==> src/rtl/jk_seq_pkg.sv <==
// Shared types and the per-cell J/K rule for the jk_ff command sequencer.
// jk_step works on one cell; callers supply the prefix flags of the lower bits.
package jk_seq_pkg;

  typedef enum logic [2:0] {
    OP_NOP  = 3'd0,
    OP_CLR  = 3'd1,
    OP_SET  = 3'd2,
    OP_LOAD = 3'd3,
    OP_UP   = 3'd4,
    OP_DOWN = 3'd5,
    OP_INV  = 3'd6
  } op_e;

  typedef enum logic [1:0] {
    IDLE = 2'd0,
    RUN  = 2'd1,
    DONE = 2'd2
  } state_e;

  typedef struct packed {
    logic j;
    logic k;
  } jk_t;

  // lo_ones / lo_zeros: all lower bits of q are 1 / 0 (both 1 for bit 0).
  function automatic jk_t jk_step(input logic [2:0] op, input logic d,
                                  input logic lo_ones, input logic lo_zeros);
    jk_t r;
    r.j = 1'b0;
    r.k = 1'b0;
    case (op)
      OP_CLR:  r.k = 1'b1;
      OP_SET:  r.j = 1'b1;
      OP_LOAD: begin
        r.j = d;
        r.k = ~d;
      end
      OP_UP: begin
        r.j = lo_ones;
        r.k = lo_ones;
      end
      OP_DOWN: begin
        r.j = lo_zeros;
        r.k = lo_zeros;
      end
      OP_INV: begin
        r.j = 1'b1;
        r.k = 1'b1;
      end
      default: begin
        r.j = 1'b0;
        r.k = 1'b0;
      end
    endcase
    return r;
  endfunction

endpackage

==> src/rtl/jk_counter_seq_bank.sv <==
// Bank of WIDTH jk_ff cells sharing clock and reset; q is the register content.
module jk_counter_seq_bank #(
  parameter int WIDTH = 4
) (
  input  logic             clk,
  input  logic             reset,
  input  logic [WIDTH-1:0] j,
  input  logic [WIDTH-1:0] k,
  output logic [WIDTH-1:0] q
);

  for (genvar i = 0; i < WIDTH; i++) begin : g_cell
    jk_ff u_ff (
      .clk   (clk),
      .reset (reset),
      .j     (j[i]),
      .k     (k[i]),
      .q     (q[i])
    );
  end

endmodule

==> src/rtl/jk_ff.sv <==
// Single JK flip-flop cell, falling-edge clocked, asynchronous active-low reset.
module jk_ff (
  input  logic clk,
  input  logic reset,
  input  logic j,
  input  logic k,
  output logic q
);

  always_ff @(negedge clk or negedge reset) begin
    if (!reset) begin
      q <= 1'b0;
    end else begin
      case ({j, k})
        2'b01:   q <= 1'b0;
        2'b10:   q <= 1'b1;
        2'b11:   q <= ~q;
        default: q <= q;
      endcase
    end
  end

endmodule

==> src/rtl/jk_counter_seq.sv <==
// Command sequencer: drives J/K of a jk_ff bank one step per falling edge.
// The register itself lives only in the bank; this controller never writes q.
module jk_counter_seq
  import jk_seq_pkg::*;
#(
  parameter int WIDTH = 4,
  parameter int LEN_W = 8
) (
  input  logic             clk,
  input  logic             reset,
  input  logic             cmd_valid,
  output logic             cmd_ready,
  input  logic [2:0]       cmd_op,
  input  logic [WIDTH-1:0] cmd_data,
  input  logic [LEN_W-1:0] cmd_len,
  output logic [WIDTH-1:0] q,
  output logic             busy,
  output logic             done,
  output logic             wrap
);

  state_e           state_r, state_d;
  logic [2:0]       op_r;
  logic [WIDTH-1:0] data_r;
  logic [LEN_W-1:0] rem_r;
  logic             wrap_r;
  logic [LEN_W-1:0] eff_len;
  logic             accept;
  logic             step_wraps;
  logic [WIDTH-1:0] ones_pre, zeros_pre;
  logic [WIDTH-1:0] j_v, k_v;
  jk_t              jk_bit;

  assign cmd_ready = (state_r == IDLE) & reset;
  assign accept    = cmd_valid & cmd_ready;
  assign busy      = (state_r != IDLE);
  assign done      = (state_r == DONE);
  assign wrap      = wrap_r;

  // Single-step ops take exactly one step; undefined codes fall here as NOP.
  always_comb begin
    eff_len = LEN_W'(1);
    case (cmd_op)
      OP_UP, OP_DOWN, OP_INV: eff_len = cmd_len;
      default:                eff_len = LEN_W'(1);
    endcase
  end

  always_comb begin
    state_d = state_r;
    case (state_r)
      IDLE: if (accept) state_d = (eff_len != '0) ? RUN : DONE;
      RUN:  if (rem_r == LEN_W'(1)) state_d = DONE;
      DONE: state_d = IDLE;
      default: state_d = IDLE;
    endcase
  end

  always_ff @(negedge clk or negedge reset) begin
    if (!reset) begin
      state_r <= IDLE;
    end else begin
      state_r <= state_d;
    end
  end

  assign step_wraps = ((op_r == OP_UP) && (&q)) || ((op_r == OP_DOWN) && ~(|q));

  always_ff @(negedge clk or negedge reset) begin
    if (!reset) begin
      rem_r  <= '0;
      wrap_r <= 1'b0;
    end else if (accept) begin
      rem_r  <= eff_len;
      wrap_r <= 1'b0;
    end else if (state_r == RUN) begin
      rem_r <= rem_r - LEN_W'(1);
      if (step_wraps) wrap_r <= 1'b1;
    end
  end

  always_ff @(negedge clk) begin
    if (accept) begin
      op_r   <= cmd_op;
      data_r <= cmd_data;
    end
  end

  // Carry/borrow chains: bit i toggles when every lower bit is 1 (up) or 0 (down).
  always_comb begin
    ones_pre     = '0;
    zeros_pre    = '0;
    ones_pre[0]  = 1'b1;
    zeros_pre[0] = 1'b1;
    for (int i = 1; i < WIDTH; i++) begin
      ones_pre[i]  = ones_pre[i-1] & q[i-1];
      zeros_pre[i] = zeros_pre[i-1] & ~q[i-1];
    end
  end

  always_comb begin
    j_v    = '0;
    k_v    = '0;
    jk_bit = '0;
    if (state_r == RUN) begin
      for (int i = 0; i < WIDTH; i++) begin
        jk_bit = jk_step(op_r, data_r[i], ones_pre[i], zeros_pre[i]);
        j_v[i] = jk_bit.j;
        k_v[i] = jk_bit.k;
      end
    end
  end

  jk_counter_seq_bank #(
    .WIDTH (WIDTH)
  ) u_bank (
    .clk   (clk),
    .reset (reset),
    .j     (j_v),
    .k     (k_v),
    .q     (q)
  );

endmodule

==> config.mk <==
export PLATFORM = sky130hd
export DESIGN_NAME = jk_counter_seq
export DESIGN_NICKNAME = d
export VERILOG_FILES = /design/src/rtl/jk_seq_pkg.sv /design/src/rtl/jk_counter_seq_bank.sv /design/src/rtl/jk_ff.sv /design/src/rtl/jk_counter_seq.sv
export SDC_FILE = /design/constraint.sdc
export NUM_CORES = 1
export LEC_CHECK = 0
export BUFFER_PORTS_ARGS = -buffer_cell sky130_fd_sc_hd__clkbuf_2
export CORE_MARGIN = 10
export CORE_UTILIZATION = 48
export CTS_CLUSTER_SIZE = 25
export DETAILED_ROUTE_END_ITERATION = 10
export PLACE_DENSITY = 0.77
export REMOVE_ABC_BUFFERS = 1
export SYNTH_ARGS = -nofsm -noshare
export SYNTH_HDL_FRONTEND = slang
export SYNTH_HIERARCHICAL = 1
export SYNTH_SLANG_ARGS = --single-unit
==> constraint.sdc <==
create_clock -name clk -period 1.8 [get_ports clk]
set_clock_uncertainty 0.15 [all_clocks]
set_input_delay 0.36 -clock clk [delete_from_list [all_inputs] [get_ports clk]]
set_output_delay 0.36 -clock clk [all_outputs]
set_load 0.03 [all_outputs]
==> results of run 1 <==
[per-layer routing]
| metal | GRT usage | vias up |
|---|---|---|
| met4 | 0.0516 | 0 |
| met5 | 0 | - |
| li1 | - | 649 |
| met2 | 0.274 | 60 |
| met1 | 0.146 | 669 |
| met3 | 0.0289 | 16 |
[layout make-up]
cell class                      count  area share
Multi-Input combinational cell    103       0.394
Sequential cell                    22       0.283
Timing Repair Buffer               59       0.242
Clock inverter                      8      0.0272
Inverter                           10      0.0242
Tap cell                           30      0.0182
Clock buffer                        3      0.0109
[worst max-delay path, stage by stage, from the launching register on]
cell,delay (ns)
dfrtn_1,0.36
or2_4,0.27
nor2_4,0.12
buf_8,0.13
[synth_stat cells, drive strengths merged, types with 2 or more instances]
master   n
nor2    19
dfrtn   15
a21oi   14
nand2   14
inv     10
o21ai    9
edfxtp   7
clkbuf   5
nor3     5
a22oi    3
nor2b    3
nor4b    3
a311oi   2
buf      2
ha       2
mux2i    2
nand3    2
nor4     2
o22ai    2
o32ai    2
or3b     2
[logic make-up after synthesis]
family | Yosys count | synth area share
compound gates | 41 | 0.202
simple gates | 56 | 0.235
fa+ha+maj | 2 | 0.0195
flops | 22 | 0.455
buf+inv | 18 | 0.0564
mux | 3 | 0.0243
xor+xnor | 1 | 0.00681
[power groups by stage]
stage	Combinational [uW]	Sequential [uW]	Clock, uW
2_1_floorplan	561	989	27.0
3_3_place_gp	1190	830	27.0
3_5_place_dp	1230	843	27.0
4_1_cts	1490	848	448
5_1_grt	1890	900	478
6_report	1760	883	449
[metrics by stage]
step / TNS (ns) / hold WS, ns / cell area, um2
6_report: -6.38 / 0.395 / 2070
5_1_grt: -7.33 / 0.421 / 2070
4_1_cts: -6.78 / 0.402 / 1890
3_5_place_dp: -12.30 / 0.388 / 1630
3_3_place_gp: -11.47 / 0.355 / 1630
2_1_floorplan: -12.00 / 0.323 / 1250
[how the worst max path moves through the flow]
stage                     depth (start not counted)              startpoint                      to
final                                             3  state_r[1]$_DFFE_NN0P_               cmd_ready
after global routing                              3  state_r[1]$_DFFE_NN0P_               cmd_ready
after CTS                                         3  state_r[1]$_DFFE_NN0P_               cmd_ready
after detailed placement                          5              cmd_len[1]  state_r[0]$_DFFE_NN0P_
after global placement                            5              cmd_len[1]  state_r[0]$_DFFE_NN0P_
after floorplan                                   2  state_r[1]$_DFFE_NN0P_               cmd_ready
[sequential cells by signal (all words and copies together), names as in the netlist]
| register | flops |
|---|---|
| state_r | 2 |
| op_r | 3 |
| u_bank/g_cell.u_ff/q | 4 |
| data_r | 4 |
| wrap | 1 |
| rem_r | 8 |
[what timing repair did]
action,in CTS,in global routing
setup endpoints to repair,27,27
buffers inserted,3,3
pin swaps,8,12
resized for setup,44,37
hold buffers,0,0
==> impl_metrics.toml, run 1 <==
[yosys]
synth.area.top_cells = "dfrtn_1 (29%), edfxtp_1 (16%), nor2_1 (5.5%)"
yosysTopAreaCellShare = 0.292
synthFlopType = "dfrtn_1"
synth_area_um2 = 1290
synth-edff-count = 7
yosysWarnings = 6
ys_ff_latch = 22
synth_top_area_cell = "dfrtn_1"
synth_seq_area_share = 0.455
syn_inst = 143
syn_area_per_cell_um2 = 8.99
ys_types = 42
async_reset_ff_frac = 0.682

[power_and_ir_drop]
p_sw_uw = 1300
power_frac_comb = 0.570
swShare = 0.419
ir_drop_mv = 1.22
power.share.sequential = 0.285
p_leak_uw = 0.000913
power_density_nw_per_um2 = 1500
pwr-share-clk = 0.145
total_power_uw = 3100
p_int_uw = 1800

[global_routing]
gr-usage-all-layers = 0.142
grt_pass1_wl_mm = 6.11
grt_max_degree = 17
grt_pass1_vias = 1385
grt_antenna_before_repair = 0
grt_overflow_total = 0

[placement]
dp_cells = 219
hpwlAfterDp_mm = 2.66
port_buffers = 25
post-place-ws_ns = -0.619
gp_congestion = 0.872

[clock_tree]
cts_num_sinks = 22
cts_tree = "yes"
clock_latency_ns = 0.39
htree_levels = 1
cts_root_buffer = "clkbuf_4"
cts.path.max_buffers = 2
path_clk_slew_ns = 0.09
numCtsBuffers = 3

[job]
max_cap_violations = 0

[final_layout]
final_common_cell = "buf_4"
syn_to_final_growth_pct = 60.7
n_antenna_cell = 0
regArea_um2 = 586
multiInputGateArea_um2 = 815
finalNonFillerCells = 235
utilization = 0.819
nNetsFinal = 226
fillers = 139
final_layout_size_suffix_gt1_frac = 0.483
mostFrequentLayoutCells = "buf_4 (30), nor2_1 (17), inv_1 (15), dfrtn_1 (15), clkbuf_2 (13)"

[status]
status = "finished with violations"
violations = "negative setup slack"

[routing]
via_per_inst = 5.93
ant_nets = 0
wl_per_cell_um = 18.0
wirelength_mm = 4.22
met2WireLength_mm = 2.32
remaining_drc_errors = 0
num_vias = 1394
dr_wl_met3_um = 186
dr.pass1.iters = 4
routed.top_layer = "met4"
drtIter0Drc = 189
route.layer.met1.wl_mm = 1.58

[sta]
setup_viol = 25
rsz0062_at_grt = "yes"
slew_viol_final = 0
relSlewSlack = 0.618
worstMarginPinSlew_ns = 0.565
hold_viol = 0
fin_ws_ns = -0.797

[hold_path]
holdCritStartpoint = "rem_r[7]$_DFFE_NN0P_"
hp-class = "register to register"
min_to = "rem_r[7]$_DFFE_NN0P_"
hold_depth = 2

[setup_path]
startpoint_type = "register"
r2r.worst_path.cells = 6
arrival_ns = 2.09
path_max_fanout = 2
cp.required_ns = 1.29
critPathCaptureType = "output port"
critPathKind = "register to output port"
reg2reg_to = "rem_r[6]$_DFFE_NN0P_"
timing.rr.start = "rem_r[1]$_DFFE_NN0P_"
r2r_setup_slack_ns = -0.09

[floorplanning]
core.rowCount = 18
die_y_um = 71.8
initial_core_util = 0.510
io_pins = 26
die_w_um = 71.8
die-area_um2 = 5150
core_area_um2 = 2520
Power figures use the tool's default switching activity.
==> inputs of run 2 (changes only) <==
--- a/config.mk
+++ b/config.mk
@@ -10,7 +10,7 @@
 export CORE_UTILIZATION = 48
 export CTS_CLUSTER_SIZE = 25
 export DETAILED_ROUTE_END_ITERATION = 10
-export PLACE_DENSITY = 0.77
+export PLACE_DENSITY = 0.86
 export REMOVE_ABC_BUFFERS = 1
 export SYNTH_ARGS = -nofsm -noshare
 export SYNTH_HDL_FRONTEND = slang
==> impl_metrics.toml, run 2 (same netlist as run 1, synthesis figures left out) <==
[final_layout]
final_layout_size_suffix_gt1_frac = 0.488
final_common_cell = "buf_4"
final_cell_area_um2 = 2070
nNetsFinal = 230
n_antenna_cell = 0
mostFrequentLayoutCells = "buf_4 (31), nor2_1 (17), inv_1 (15), dfrtn_1 (15), clkbuf_2 (13)"
reg_top3 = "rem_r x8, data_r x4, u_bank/g_cell.u_ff/q x4"
largest_register_ff_count = 8
regMostFlops = "rem_r"
syn_to_final_growth_pct = 61.1

[routing]
wirelength_mm = 4.15
drtIter0Drc = 168
ant_nets = 0
num_vias = 1390
remaining_drc_errors = 0
wl_per_cell_um = 17.4
dr.pass1.iters = 4
via_per_inst = 5.82

[setup_path]
critPathCaptureType = "output port"
cp.required_ns = 1.29
critPathMaxStageDelay_ns = 0.37
path_max_fanout = 2
crit_buf_inv = 1
cp_slowest_cell = "dfrtn_1"
worstPathCellList = "or2_4 > nor2_4 > buf_8"
critPathKind = "register to output port"
arrival_ns = 2.06
startpoint_type = "register"
path_delay_family = "flip-flops"

[floorplanning]
core_area_um2 = 2520
die_y_um = 71.8
die-area_um2 = 5150
core.rowCount = 18
io_pins = 26
die_w_um = 71.8
initial_core_util = 0.510

[status]
violations = "negative setup slack"
status = "finished with violations"

[power_and_ir_drop]
ir_drop_mv = 1.24
power_density_nw_per_um2 = 1400
p_leak_uw = 0.000923

[clock_tree]
cts_root_buffer = "clkbuf_4"
holdBufCountCts = 0
clock_latency_ns = 0.40
cts.path.max_buffers = 2
htree_levels = 1
numCtsBuffers = 3
cts_num_sinks = 22
path_clk_slew_ns = 0.09
cts_tree = "yes"

[sta]
fin_ws_ns = -0.772
setup_viol = 25
hold_viol = 0
worstMarginPinSlew_ns = 0.438
rsz0062_at_grt = "yes"
slew_viol_final = 0
relSlewSlack = 0.704

[job]
max_cap_violations = 0

[placement]
place_area_um2 = 1640
post-place-ws_ns = -0.587
gp_congestion = 0.865
hpwlAfterDp_mm = 2.77
port_buffers = 25

[global_routing]
grt_antenna_before_repair = 0
grt_pass1_wl_mm = 6.25
gr-usage-all-layers = 0.144
grt_overflow_total = 0
grt_max_degree = 17
grt_pass1_vias = 1433

[hold_path]
hp-class = "register to register"
## run 2: cell types whose count changed in the layout (fill, tap and decap cells not counted), sizes merged
cell / before / now
buf: 45 / 49
inv: 16 / 17
bufinv: 1 / 0
## run 2: cell type report
type / count / area (um2)
multi-input combinational: 103 / 801
sequential: 22 / 586
timing repair buffer: 63 / 551
fill: 151 / 450
inverter: 10 / 42.5
tap: 30 / 37.5
clock inverter: 8 / 32.5
clock buffer: 3 / 22.5
## run 2: worst min-delay path, delay by kind of cell, from the launching register on
kind,cells,cell delay (ns)
XOR/XNOR,1,0.16
AO/OA/AOI/OAI,1,0.13
flip-flops,1,0.38
## run 2: what timing repair did
action                                  4_1_cts  5_1_grt
buffers inserted                              1        7
endpoints found under the setup margin       27       26
pin swaps                                    10       11
resized for setup                            40       46
## run 2: power breakdown
group / leakage (uW) / internal (uW) / switching [uW]
logic: 0.000631 / 849 / 869
clock network: 0.0000556 / 107 / 217
registers: 0.000236 / 703 / 160
## run 2: final timing paths
kind / depth (start not counted) / startpoint / slack [ns] / endpoint
max: 3 / state_r[0]$_DFFE_NN0P_ / -0.77 / cmd_ready
min: 2 / rem_r[7]$_DFFE_NN0P_ / 0.42 / rem_r[7]$_DFFE_NN0P_
max reg2reg: 7 / u_bank/g_cell[1].u_ff/q$_DFFE_NN0P_ / -0.05 / u_bank/g_cell[3].u_ff/q$_DFFE_NN0P_
min reg2reg: 2 / rem_r[7]$_DFFE_NN0P_ / 0.42 / rem_r[7]$_DFFE_NN0P_
max in group asynchronous: 3 / reset / 0.58 / rem_r[7]$_DFFE_NN0P_
min in group asynchronous: 3 / reset / 0.70 / wrap$_DFFE_NN0P_
## run 2: metrics by stage
stage               utilization  TNS [ns]  instances  total power [uW]  hold WS (ns)
floorplan                     -    -12.00        136              1580         0.323
detailed placement        0.651    -11.83        221              2130         0.369
global placement          0.651    -11.04        221              2060         0.360
global route              0.821     -6.53        239              3080         0.437
finish                    0.821     -5.88        239              2910         0.420
CTS                       0.734     -7.43        232              2650         0.396
## run 2: per-layer routing
layer	GRT usage	share of wire
met5	0	0
met1	0.149	0.38
met4	0.0301	0.019
met3	0.0317	0.049
met2	0.285	0.55
==> inputs of run 3 (changes only) <==
--- a/config.mk
+++ b/config.mk
@@ -7,12 +7,11 @@
 export LEC_CHECK = 0
 export BUFFER_PORTS_ARGS = -buffer_cell sky130_fd_sc_hd__clkbuf_2
 export CORE_MARGIN = 10
-export CORE_UTILIZATION = 48
+export CORE_UTILIZATION = 49
 export CTS_CLUSTER_SIZE = 25
 export DETAILED_ROUTE_END_ITERATION = 10
-export PLACE_DENSITY = 0.86
+export PLACE_DENSITY = 0.87
 export REMOVE_ABC_BUFFERS = 1
 export SYNTH_ARGS = -nofsm -noshare
 export SYNTH_HDL_FRONTEND = slang
-export SYNTH_HIERARCHICAL = 1
 export SYNTH_SLANG_ARGS = --single-unit
==> impl_metrics.toml, run 3 <==
[power_and_ir_drop]
p_leak_uw = 0.000872
power_density_nw_per_um2 = 1210
ir_drop_mv = 0.988

[yosys]
synth_seq_area_share = 0.444
ys_types = 48
synth_area_um2 = 1320
yosysTopAreaCellShare = 0.285
syn_inst = 138
synth_most_common_cell = "dfrtn_1"
yosysWarnings = 0
synth-edff-count = 7
synth.area.top_cells = "dfrtn_1 (28%), edfxtp_1 (16%), o21ai_0 (3.8%)"
synthFlopType = "dfrtn_1"
ys_ff_latch = 22
syn_area_per_cell_um2 = 9.55
async_reset_ff_frac = 0.682
synth_commonest_cells = "dfrtn_1 (15), inv_1 (11), o21ai_0 (10)"
synth_top_area_cell = "dfrtn_1"

[status]
status = "finished with violations"
violations = "negative setup slack"

[floorplanning]
die_y_um = 71.9
core_area_um2 = 2520
die-area_um2 = 5160
die_w_um = 71.9
io_pins = 26
core.rowCount = 18
initial_core_util = 0.522

[clock_tree]
holdBufCountCts = 0
cts.path.max_buffers = 2
cts_num_sinks = 22
clock_latency_ns = 0.39
numCtsBuffers = 3
cts_tree = "yes"
path_clk_slew_ns = 0.09
htree_levels = 1
cts_root_buffer = "clkbuf_4"

[sta]
setup_viol = 26
hold_viol = 0
whs_ns = 0.359
fin_ws_ns = -0.780
slew_viol_final = 0
relSlewSlack = 0.647
worstMarginPinSlew_ns = 0.525
rsz0062_at_grt = "yes"

[placement]
post-place-ws_ns = -0.596
gp_congestion = 0.928
port_buffers = 25
place_area_um2 = 1600
hpwlAfterDp_mm = 2.53

[setup_path]
r2r_setup_slack_ns = -0.04
reg2reg_to = "rem_r[5]$_DFFE_NN0P_"
critPathKind = "register to output port"
cp_slowest_cell = "dfrtn_1"
path_max_fanout = 2
critPathMaxStageDelay_ns = 0.37
crit_buf_inv = 1
path_delay_family = "flip-flops"
critPathCaptureType = "output port"
startpoint_type = "register"
worstPathCellList = "or2_4 > nor2_4 > buf_8"
r2r.worst_path.cells = 5
cp.required_ns = 1.29
timing.rr.start = "rem_r[2]$_DFFE_NN0P_"
crit_cells = 3
arrival_ns = 2.07

[routing]
wirelength_mm = 4.34
remaining_drc_errors = 0
via_per_inst = 6.18
num_vias = 1379
wl_per_cell_um = 19.5
dr.pass1.iters = 4
drtIter0Drc = 134
ant_nets = 0

[final_layout]
syn_to_final_growth_pct = 55.9
final_cell_area_um2 = 2050
largest_register_ff_count = 8
mostFrequentLayoutCells = "buf_4 (21), inv_1 (16), dfrtn_1 (15)"
reg_top3 = "rem_r x8, data_r x4, u_bank.g_cell.u_ff.q x4"
final_layout_size_suffix_gt1_frac = 0.487
n_antenna_cell = 0
regMostFlops = "rem_r"
final_common_cell = "buf_4"
nNetsFinal = 214

[global_routing]
grt_overflow_total = 0
gr-usage-all-layers = 0.148
grt_pass1_wl_mm = 6.31
grt_max_degree = 17
grt_antenna_before_repair = 0
grt_pass1_vias = 1395

[hold_path]
min_to = "rem_r[6]$_DFFE_NN0P_"
holdCritStartpoint = "rem_r[6]$_DFFE_NN0P_"
hold_depth = 1
hp-class = "register to register"

[job]
max_cap_violations = 0
run 3: routing by layer:
| metal | share of wire | GRT usage | vias up |
|---|---|---|---|
| li1 | - | - | 622 |
| met1 | 0.37 | 0.165 | 684 |
| met2 | 0.53 | 0.265 | 65 |
| met3 | 0.078 | 0.0303 | 8 |
| met4 | 0.016 | 0.0624 | 0 |
| met5 | 0 | 0 | - |
run 3: where the power goes:
group / leakage, uW / internal, uW / total [uW] / switching (uW)
Clock: 0.0000552 / 108 / 319 / 211
Combinational: 0.000580 / 637 / 1290 / 658
Sequential: 0.000237 / 689 / 878 / 189
Total: 0.000872 / 1430 / 2490 / 1060
run 3: stage by stage:
| step | TNS, ns | power [uW] | utilization | cells |
|---|---|---|---|---|
| 5_1_grt | -7.04 | 2640 | 0.814 | 223 |
| 4_1_cts | -6.60 | 2280 | 0.740 | 218 |
| 2_1_floorplan | -11.37 | 1420 | - | 128 |
| 3_3_place_gp | -11.56 | 1750 | 0.634 | 206 |
| 3_5_place_dp | -12.25 | 1800 | 0.634 | 206 |
| 6_report | -6.68 | 2490 | 0.814 | 223 |
run 3: worst max path at each step:
stage	from	to
3_5_place_dp	reset	rem_r[0]$_DFFE_NN0P_
2_1_floorplan	state_r[0]$_DFFE_NN0P_	cmd_ready
5_1_grt	state_r[0]$_DFFE_NN0P_	cmd_ready
4_1_cts	state_r[0]$_DFFE_NN0P_	cmd_ready
3_3_place_gp	reset	data_r[2]$_DFFE_NP_
6_report	state_r[0]$_DFFE_NN0P_	cmd_ready
run 3: layout make-up:
type	instances	area, um2
Clock buffer	3	22.5
Multi-Input combinational cell	95	821
Clock inverter	8	35.0
Sequential cell	22	586
Tap cell	30	37.5
Fill cell	131	468
Timing Repair Buffer	55	510
Inverter	10	42.5
run 3: logic make-up (layout without fill, tap and decap cells):
| kind of cell | Yosys count | in the layout | share of synthesized area |
|---|---|---|---|
| AOI/OAI and AO/OA | 46 | 46 | 0.229 |
| xor gates and xnor gates | 1 | 1 | 0.00665 |
| muxes | 2 | 2 | 0.0161 |
| buffers and inverters | 21 | 76 | 0.0807 |
| adders and majority gates | 2 | 2 | 0.0190 |
| and+or+nand+nor | 44 | 44 | 0.204 |
| DFF | 22 | 22 | 0.444 |
run 3: repair_timing:
item / CTS / global route
endpoints found under the setup margin: 26 / 28
pin swaps: 12 / 9
gates resized for setup: 44 / 44
buffers inserted: 2 / 6
cloned: 0 / 0
